$ cat src/rtl/lda_pkg.sv
// Shared types and constants for the line-draw Avalon-MM controller.
package lda_pkg;

  localparam int DATA_W  = 32;
  localparam int ADDR_W  = 3;
  localparam int COORD_W = 9;
  localparam int COLOR_W = 3;

  typedef enum logic [1:0] {
    S_IDLE  = 2'd0,
    S_START = 2'd1,
    S_RUN   = 2'd2,
    S_DONE  = 2'd3
  } lda_state_t;

  localparam logic MODE_STALL = 1'b0;
  localparam logic MODE_POLL  = 1'b1;

  localparam logic [ADDR_W-1:0] ADDR_MODE   = 3'd0;
  localparam logic [ADDR_W-1:0] ADDR_STATUS = 3'd1;
  localparam logic [ADDR_W-1:0] ADDR_GO     = 3'd2;
  localparam logic [ADDR_W-1:0] ADDR_START  = 3'd3;
  localparam logic [ADDR_W-1:0] ADDR_END    = 3'd4;
  localparam logic [ADDR_W-1:0] ADDR_COLOR  = 3'd5;

endpackage

$ cat src/rtl/lda_avalon_if.sv
// Avalon-MM slave bus bundle for the line-draw controller.
interface lda_avalon_if;
  import lda_pkg::*;

  logic [ADDR_W-1:0] avs_address;
  logic              avs_read;
  logic              avs_write;
  logic [DATA_W-1:0] avs_writedata;
  logic [DATA_W-1:0] avs_readdata;
  logic              avs_waitrequest;

  modport slave (
    input  avs_address, avs_read, avs_write, avs_writedata,
    output avs_readdata, avs_waitrequest
  );

  modport master (
    output avs_address, avs_read, avs_write, avs_writedata,
    input  avs_readdata, avs_waitrequest
  );

endinterface

$ cat src/rtl/lda_regfile.sv
// Register storage for MODE/START/END/COLOR, busy write masking and the
// zero-latency readdata mux.
module lda_regfile
  import lda_pkg::*;
(
  input  logic               clk,
  input  logic               reset,
  input  logic [ADDR_W-1:0]  address,
  input  logic               wr_accept,
  input  logic [DATA_W-1:0]  writedata,
  input  logic               busy,
  output logic [DATA_W-1:0]  readdata,
  output logic               mode,
  output logic [COORD_W-1:0] x0,
  output logic [COORD_W-1:0] y0,
  output logic [COORD_W-1:0] x1,
  output logic [COORD_W-1:0] y1,
  output logic [COLOR_W-1:0] color
);

  logic                 mode_reg;
  logic [2*COORD_W-1:0] start_reg;
  logic [2*COORD_W-1:0] end_reg;
  logic [COLOR_W-1:0]   color_reg;
  logic                 wr_en;

  // In poll mode the master never stalls, so the register file itself
  // must protect the operands of a draw in flight.
  assign wr_en = wr_accept && !((mode_reg == MODE_POLL) && busy);

  always_ff @(posedge clk or posedge reset) begin
    if (reset) begin
      mode_reg  <= MODE_STALL;
      start_reg <= '0;
      end_reg   <= '0;
      color_reg <= '0;
    end else if (wr_en) begin
      case (address)
        ADDR_MODE:  mode_reg  <= writedata[0];
        ADDR_START: start_reg <= writedata[2*COORD_W-1:0];
        ADDR_END:   end_reg   <= writedata[2*COORD_W-1:0];
        ADDR_COLOR: color_reg <= writedata[COLOR_W-1:0];
        default: ;
      endcase
    end
  end

  always_comb begin
    readdata = '0;
    case (address)
      ADDR_MODE:   readdata[0]             = mode_reg;
      ADDR_STATUS: readdata[0]             = busy;
      ADDR_START:  readdata[2*COORD_W-1:0] = start_reg;
      ADDR_END:    readdata[2*COORD_W-1:0] = end_reg;
      ADDR_COLOR:  readdata[COLOR_W-1:0]   = color_reg;
      default: ;
    endcase
  end

  assign mode  = mode_reg;
  assign x0    = start_reg[COORD_W-1:0];
  assign y0    = start_reg[2*COORD_W-1:COORD_W];
  assign x1    = end_reg[COORD_W-1:0];
  assign y1    = end_reg[2*COORD_W-1:COORD_W];
  assign color = color_reg;

  wire unused_wdata = ^writedata[DATA_W-1:2*COORD_W];

endmodule

$ cat src/rtl/lda_avalon_ctrl.sv
// Avalon-MM front end for a line-draw datapath: launch FSM, stall/poll
// handshake and register file.
module lda_avalon_ctrl
  import lda_pkg::*;
(
  input  logic               clk,
  input  logic               reset,
  lda_avalon_if.slave        avs,
  output logic               o_START,
  output logic               o_RUN,
  input  logic               i_CONDITION,
  output logic [COORD_W-1:0] o_X0,
  output logic [COORD_W-1:0] o_Y0,
  output logic [COORD_W-1:0] o_X1,
  output logic [COORD_W-1:0] o_Y1,
  output logic [COLOR_W-1:0] o_COLOR
);

  lda_state_t state_reg, state_next;
  logic       start_reg, run_reg;
  logic       mode;
  logic       busy;
  logic       wait_req;
  logic       go_write;

  assign busy = (state_reg != S_IDLE);

  // In stall mode the launching GO write is taken in IDLE; if the master
  // keeps it asserted it is held through START/RUN and retires in DONE.
  assign wait_req = (mode == MODE_STALL)
                 && ((state_reg == S_START) || (state_reg == S_RUN))
                 && (avs.avs_read || avs.avs_write);

  assign go_write = (state_reg == S_IDLE) && avs.avs_write && !wait_req
                 && (avs.avs_address == ADDR_GO);

  always_comb begin
    state_next = state_reg;
    case (state_reg)
      S_IDLE:  if (go_write) state_next = S_START;
      S_START: state_next = S_RUN;
      S_RUN:   if (i_CONDITION) state_next = S_DONE;
      S_DONE:  state_next = S_IDLE;
      default: state_next = S_IDLE;
    endcase
  end

  always_ff @(posedge clk or posedge reset) begin
    if (reset) begin
      state_reg <= S_IDLE;
      start_reg <= 1'b0;
      run_reg   <= 1'b0;
    end else begin
      state_reg <= state_next;
      start_reg <= (state_next == S_START);
      run_reg   <= (state_next == S_RUN);
    end
  end

  assign o_START             = start_reg;
  assign o_RUN               = run_reg;
  assign avs.avs_waitrequest = wait_req;

  lda_regfile u_regfile (
    .clk       (clk),
    .reset     (reset),
    .address   (avs.avs_address),
    .wr_accept (avs.avs_write && !wait_req),
    .writedata (avs.avs_writedata),
    .busy      (busy),
    .readdata  (avs.avs_readdata),
    .mode      (mode),
    .x0        (o_X0),
    .y0        (o_Y0),
    .x1        (o_X1),
    .y1        (o_Y1),
    .color     (o_COLOR)
  );

endmodule

$ cat src/flat_wrapper.sv
// flat-port wrapper written by rule: the top's interface ports become plain ports
module lda_avalon_ctrl_flat import lda_pkg::*;
  (clk, reset, o_START, o_RUN, i_CONDITION, o_X0, o_Y0, o_X1, o_Y1, o_COLOR, avs_avs_address, avs_avs_read, avs_avs_write, avs_avs_writedata, avs_avs_readdata, avs_avs_waitrequest);
  lda_avalon_if avs_i ();
  input  logic clk;
  input  logic reset;
  output logic o_START;
  output logic o_RUN;
  input  logic i_CONDITION;
  output logic [COORD_W-1:0] o_X0;
  output logic [COORD_W-1:0] o_Y0;
  output logic [COORD_W-1:0] o_X1;
  output logic [COORD_W-1:0] o_Y1;
  output logic [COLOR_W-1:0] o_COLOR;
  input wire logic [$bits(avs_i.avs_address)-1:0] avs_avs_address;
  input wire logic [$bits(avs_i.avs_read)-1:0] avs_avs_read;
  input wire logic [$bits(avs_i.avs_write)-1:0] avs_avs_write;
  input wire logic [$bits(avs_i.avs_writedata)-1:0] avs_avs_writedata;
  output wire logic [$bits(avs_i.avs_readdata)-1:0] avs_avs_readdata;
  output wire logic [$bits(avs_i.avs_waitrequest)-1:0] avs_avs_waitrequest;
  assign avs_i.avs_address = avs_avs_address;
  assign avs_i.avs_read = avs_avs_read;
  assign avs_i.avs_write = avs_avs_write;
  assign avs_i.avs_writedata = avs_avs_writedata;
  assign avs_avs_readdata = avs_i.avs_readdata;
  assign avs_avs_waitrequest = avs_i.avs_waitrequest;
  lda_avalon_ctrl u_core (.clk(clk), .reset(reset), .avs(avs_i), .o_START(o_START), .o_RUN(o_RUN), .i_CONDITION(i_CONDITION), .o_X0(o_X0), .o_Y0(o_Y0), .o_X1(o_X1), .o_Y1(o_Y1), .o_COLOR(o_COLOR));
endmodule
$ cat config.mk
export PLATFORM = sky130hd
export DESIGN_NAME = lda_avalon_ctrl_flat
export DESIGN_NICKNAME = d
export VERILOG_FILES = /design/src/rtl/lda_pkg.sv /design/src/rtl/lda_avalon_if.sv /design/src/rtl/lda_regfile.sv /design/src/rtl/lda_avalon_ctrl.sv /design/src/flat_wrapper.sv
export SDC_FILE = /design/constraint.sdc
export NUM_CORES = 1
export LEC_CHECK = 0
export CAP_MARGIN = 20
export CORE_ASPECT_RATIO = 0.6
export CORE_MARGIN = 4
export CORE_UTILIZATION = 43
export CTS_CLUSTER_DIAMETER = 40
export DETAILED_ROUTE_END_ITERATION = 12
export PLACE_DENSITY = 0.86
export SLEW_MARGIN = 20
export SYNTH_ARGS = -nofsm -noshare
export SYNTH_HDL_FRONTEND = slang
export SYNTH_SLANG_ARGS = --single-unit
$ cat constraint.sdc
create_clock -name clk -period 6.1 [get_ports clk]
set_input_delay 0.915 -clock clk [delete_from_list [all_inputs] [get_ports clk]]
set_output_delay 0.915 -clock clk [all_outputs]
set_load 0.1 [all_outputs]
## Yosys cells after proc, flatten, opt, wreduce, memory -nomap -nowiden

Cells that the tools add are included.

- Bitwise operators: 1
- Muxes and demuxes: 6
- Reductions and logical operators: 19
- Equal/unequal tests: 10

Operators with widths:

| cell | number |
|---|---|
| one-hot mux 15 bit (2 select lines) | 1 |
| logical AND 1 bit | 8 |
| one-hot mux 2 bit (4 select lines) | 1 |
| AND reduction 2 bit | 4 |
| == test 2 bit (second input constant) | 3 |
| == test 3 x 2 -> 1 bit (second input constant) | 2 |
| == test 3 bit (second input constant) | 2 |
| one-hot mux 2 bit (3 select lines) | 1 |
| one-hot mux 1 bit (5 select lines) | 1 |
| == test 2 x 1 -> 1 bit (second input constant) | 2 |
| two-way mux 2 bit | 2 |
| == test 3 x 1 -> 1 bit (second input constant) | 1 |
| logical NOT 3 bit | 1 |
| logical NOT 1 bit | 2 |
| logical NOT 2 bit | 1 |
| logical OR 1 bit | 2 |
| nonzero test 2 bit | 1 |
| inverter 1 bit | 1 |

- Output and inout bits: 74
- Input port bits: 40
- Logic and storage cells: 43
- Flip-flop bits (word level): 44

## Longest topological paths before layout

- Word-level depth: 10
- Gate-level depth with buffers: 7
- Mapped depth without buffers: 5

## Cells and area by module

A second synthesis with hierarchy kept.

- Cells, all modules: 161
- Area total of the unflattened synthesis: 2179.6 um2

By module, submodules not included:

| module | times used | cells each | sequential area each (um2) | area an instance (um2) |
|---|---|---|---|---|
| lda_regfile | 1 | 138 | 1001.0 | 1948.1 |
| lda_avalon_ctrl | 1 | 23 | 100.1 | 231.5 |

## Worst setup path after synthesis

No wires, ideal clock.

- Path type: input port to output port
- Start: input port avs_avs_address[1]
- End: output port avs_avs_readdata[1]
- Arrival time: 3.429 ns
- Cell stages on the path: 3
- Slack: 1.756 ns
- Required time: 5.185 ns
- Cells stage by stage: clkbuf_2 or2b_1 o21ai_0

- Word-level cells in the longest chain between the ends: 2

RTL lines:

| element | line | text |
|---|---|---|
| start, declared | flat_wrapper.sv:15 | `input wire logic [$bits(avs_i.avs_address)-1:0] avs_avs_address;` |
| == test 3 bit / == test 3 x 2 -> 1 bit (equally long branches) | lda_regfile.sv:50 | `case (address)` |
| one-hot mux 2 bit (3 select lines) * | lda_regfile.sv:50 |  |
| end, declared | flat_wrapper.sv:19 | `output wire logic [$bits(avs_i.avs_readdata)-1:0] avs_avs_readdata;` |

Every way passes the cells marked *; elsewhere a longest branch is shown, timed or not.

## Worst setup path in the final report

- Start: input port avs_avs_address[0]
- End: output port avs_avs_readdata[8]

- Word-level cells in the longest chain between the ends: 2

RTL lines:

| element | line |
|---|---|
| == test 3 bit / == test 3 x 2 -> 1 bit (equally long branches) | lda_regfile.sv:50 |
| one-hot mux 15 bit (2 select lines) * | lda_regfile.sv:50 |

Marks and branches as above.

==> results.toml <==
[synthesis]
yosys.cell_types.count = 31
synth-seq-area-share_pct = 50.31
syn_inst = 162
yosysWarnings = 0
netlist_area_sq_um = 2188
syn-mean-instance-area_sq_um = 13.51
ys_ff_latch = 44

[global_routing]
grt_overflow = 0
antenna_found_initial = 0
grt_usage_pct = 16.66
grt_pass1_wl_um = 8418
grt_pass1_vias = 1593
grt_start_max_net_pins = 45

[timing]
slew_viol_final = 0
rsz0062_at_grt = "false"
setup_violations = 0
period_share_pct = 78.54
slew_headroom_pct = 32.47
finClkSkew_ps = 5.541
layout_min_cycle_time_ps = 4791
max_freq_mhz = 208.7
timing.setup.tns_ps = 0
hold_viol = 0
worst_slew_pin_slew_ps = 1010

[status]
status = "finished, final reports clean"

[worst_hold_path]
hold_path_class = "reg2reg"
holdPathStages = 1
min_to = "u_core.u_regfile.start_reg[8]"
hold_start = "u_core.u_regfile.start_reg[8]"

[critical_path]
r2r-start = "u_core.state_reg[0]"
r2r_slack_ps = 4000
worstPathArrival_ps = 3880
required_ps = 5180
crit_path_end_kind = "output port"
cp_max_fo = 18
reg2reg_depth = 5
crit_type = "in2out"
worstPathCellList = "clkdlybuf4s50_1 > and3b_1 > a22o_1 > clkdlybuf4s50_1"
crit_slowest_cell = "clkdlybuf4s50_1"
cpMostUsedCell = "clkdlybuf4s50_1"
critPathLaunchType = "primary input"
cp_top_family = "buffers and inverters"
crit_path_max_incr_delay_ps = 1150
worst-path-buf-inv = 2
reg2reg_to = "u_core.u_regfile.end_reg[3]"

[finish]
drive_above_1_share_pct = 21.22
final_nets = 288
instances_no_fill = 308
diodes = 0
post-route-util_pct = 65.75
area_growth_pct = 42.14

[drt]
drt.antenna.violating_nets = 0
routed_via_density = 5.023
met2_length_um = 2288
vias = 1547
wl_met1_um = 2439
drc_errors = 0
wirelength_um = 5085
avgRoutedWirePerCell_um = 16.51
routed.top_layer = "met4"
routed-wl-met3_um = 346
drtIter0Drc = 28
firstDrtPassIters = 4

[clock_network]
htree_num_levels = 2
cts_tree = "done"
postCtsSetupBuffers = 0
cts_root_buf = "clkbuf_8"
path_clk_slew_ps = 80
cts_sinks = 44
cts_hold_buf = 0
clock_latency_ps = 280
cts_resized = 0
ctsLongestPathBuffers = 2
numCtsBuffers = 5

[die]
die_y_um = 63.26
dieArea_sq_um = 6332
ios = 114
rows = 19
start_util_pct = 46.26
core_sq_um = 4731
fp.dieW_um = 100.1

[place]
io_buffers = 85
place_inst = 301
place_congestion = 0.8240
hpwlAfterDp_um = 3781

[job]
maxCapViolCount = 0
kinds of logic (layout without fill, tap and decap cells):
kind of cell             after synthesis  after routing  synth area share [%]
AO/OA/AOI/OAI                         22             22                 8.291
AND/OR/NAND/NOR                       23             23                 8.176
adder cells (fa/ha/maj)                3              3                 1.715
flip-flops                            44             44                 50.31
multiplexers                          43             43                 23.67
other                                  1             14                0.1714
buffers and inverters                 26             96                 7.661
synthesized netlist by cell type (all sizes together):
| master | n | area (sq um) |
|---|---|---|
| o311ai | 1 | 8.760 |
| mux2 | 40 | 488.0 |
| nand2 | 3 | 11.26 |
| o21a | 3 | 22.52 |
| nor2 | 5 | 18.77 |
| and4bb | 1 | 12.51 |
| nand3b | 1 | 7.510 |
| buf | 17 | 128.9 |
| mux2i | 3 | 30.03 |
| nor3 | 2 | 10.01 |
| a22o | 15 | 131.4 |
| inv | 4 | 15.01 |
| nand4 | 3 | 48.80 |
| o21ai | 2 | 10.01 |
| or2b | 1 | 7.510 |
| a311oi | 1 | 8.760 |
| nor2b | 2 | 12.51 |
| ha | 3 | 37.54 |
| and3b | 1 | 8.760 |
| conb | 1 | 3.750 |
| dfrtp | 44 | 1101 |
| nor4bb | 1 | 10.01 |
| nand2b | 2 | 12.51 |
| nor3b | 1 | 18.77 |
| clkbuf | 5 | 23.77 |
through the flow:
step | cell area, sq um | worst slack (ps) | hold slack (ps)
floorplan | 2237 | 1756 | 511.0
global placement | 3014 | 1326 | 517.0
detailed placement | 3014 | 1250 | 520.6
CTS | 3110 | 1271 | 537.8
global route | 3110 | 1199 | 554.8
finish | 3110 | 1309 | 535.4
routing by layer:
metal / up-vias / global-route usage [%]
met5: - / 0
met4: 0 / 1.008
met3: 2 / 5.182
met2: 51 / 24.92
met1: 769 / 24.81
li1: 725 / -
placed cells by master, fill, tap and decap left out, types with 5 or more instances in the layout:
cell type        count
mux2_2              30
dfrtp_1             44
clkbuf_8             7
a22o_1              15
nor2_1               5
mux2_4              10
conb_1              14
clkdlybuf4s50_1     85
how the worst max path moves through the flow:
stage | end | slack [ps] | start | cells after the start
2_1_floorplan | avs_avs_readdata[1] | 1760 | avs_avs_address[1] | 3
3_3_place_gp | avs_avs_readdata[14] | 1330 | avs_avs_address[0] | 4
3_5_place_dp | avs_avs_readdata[8] | 1250 | avs_avs_address[0] | 4
4_1_cts | avs_avs_readdata[8] | 1270 | avs_avs_address[0] | 4
5_1_grt | avs_avs_readdata[10] | 1200 | avs_avs_address[0] | 4
6_report | avs_avs_readdata[8] | 1310 | avs_avs_address[0] | 4
worst reg2reg max path, cell delays in order (launching register included):
cell and delay, ps:
dfrtp_1 380, inv_1 90, ha_1 350, nand2b_1 290
nand4_4 430, mux2_4 450
cell type report:
type                            count  area, sq um
Fill cell                         369         1620
Sequential cell                    44         1101
Multi-Input combinational cell    105        968.4
Timing Repair Buffer               85        850.8
Clock buffer                        7        96.34
Tap cell                           63        78.83
Inverter                            4        15.01
Power is not shown: default switching activity piles up to over one toggle a cycle in this logic, so the estimate is an artifact.
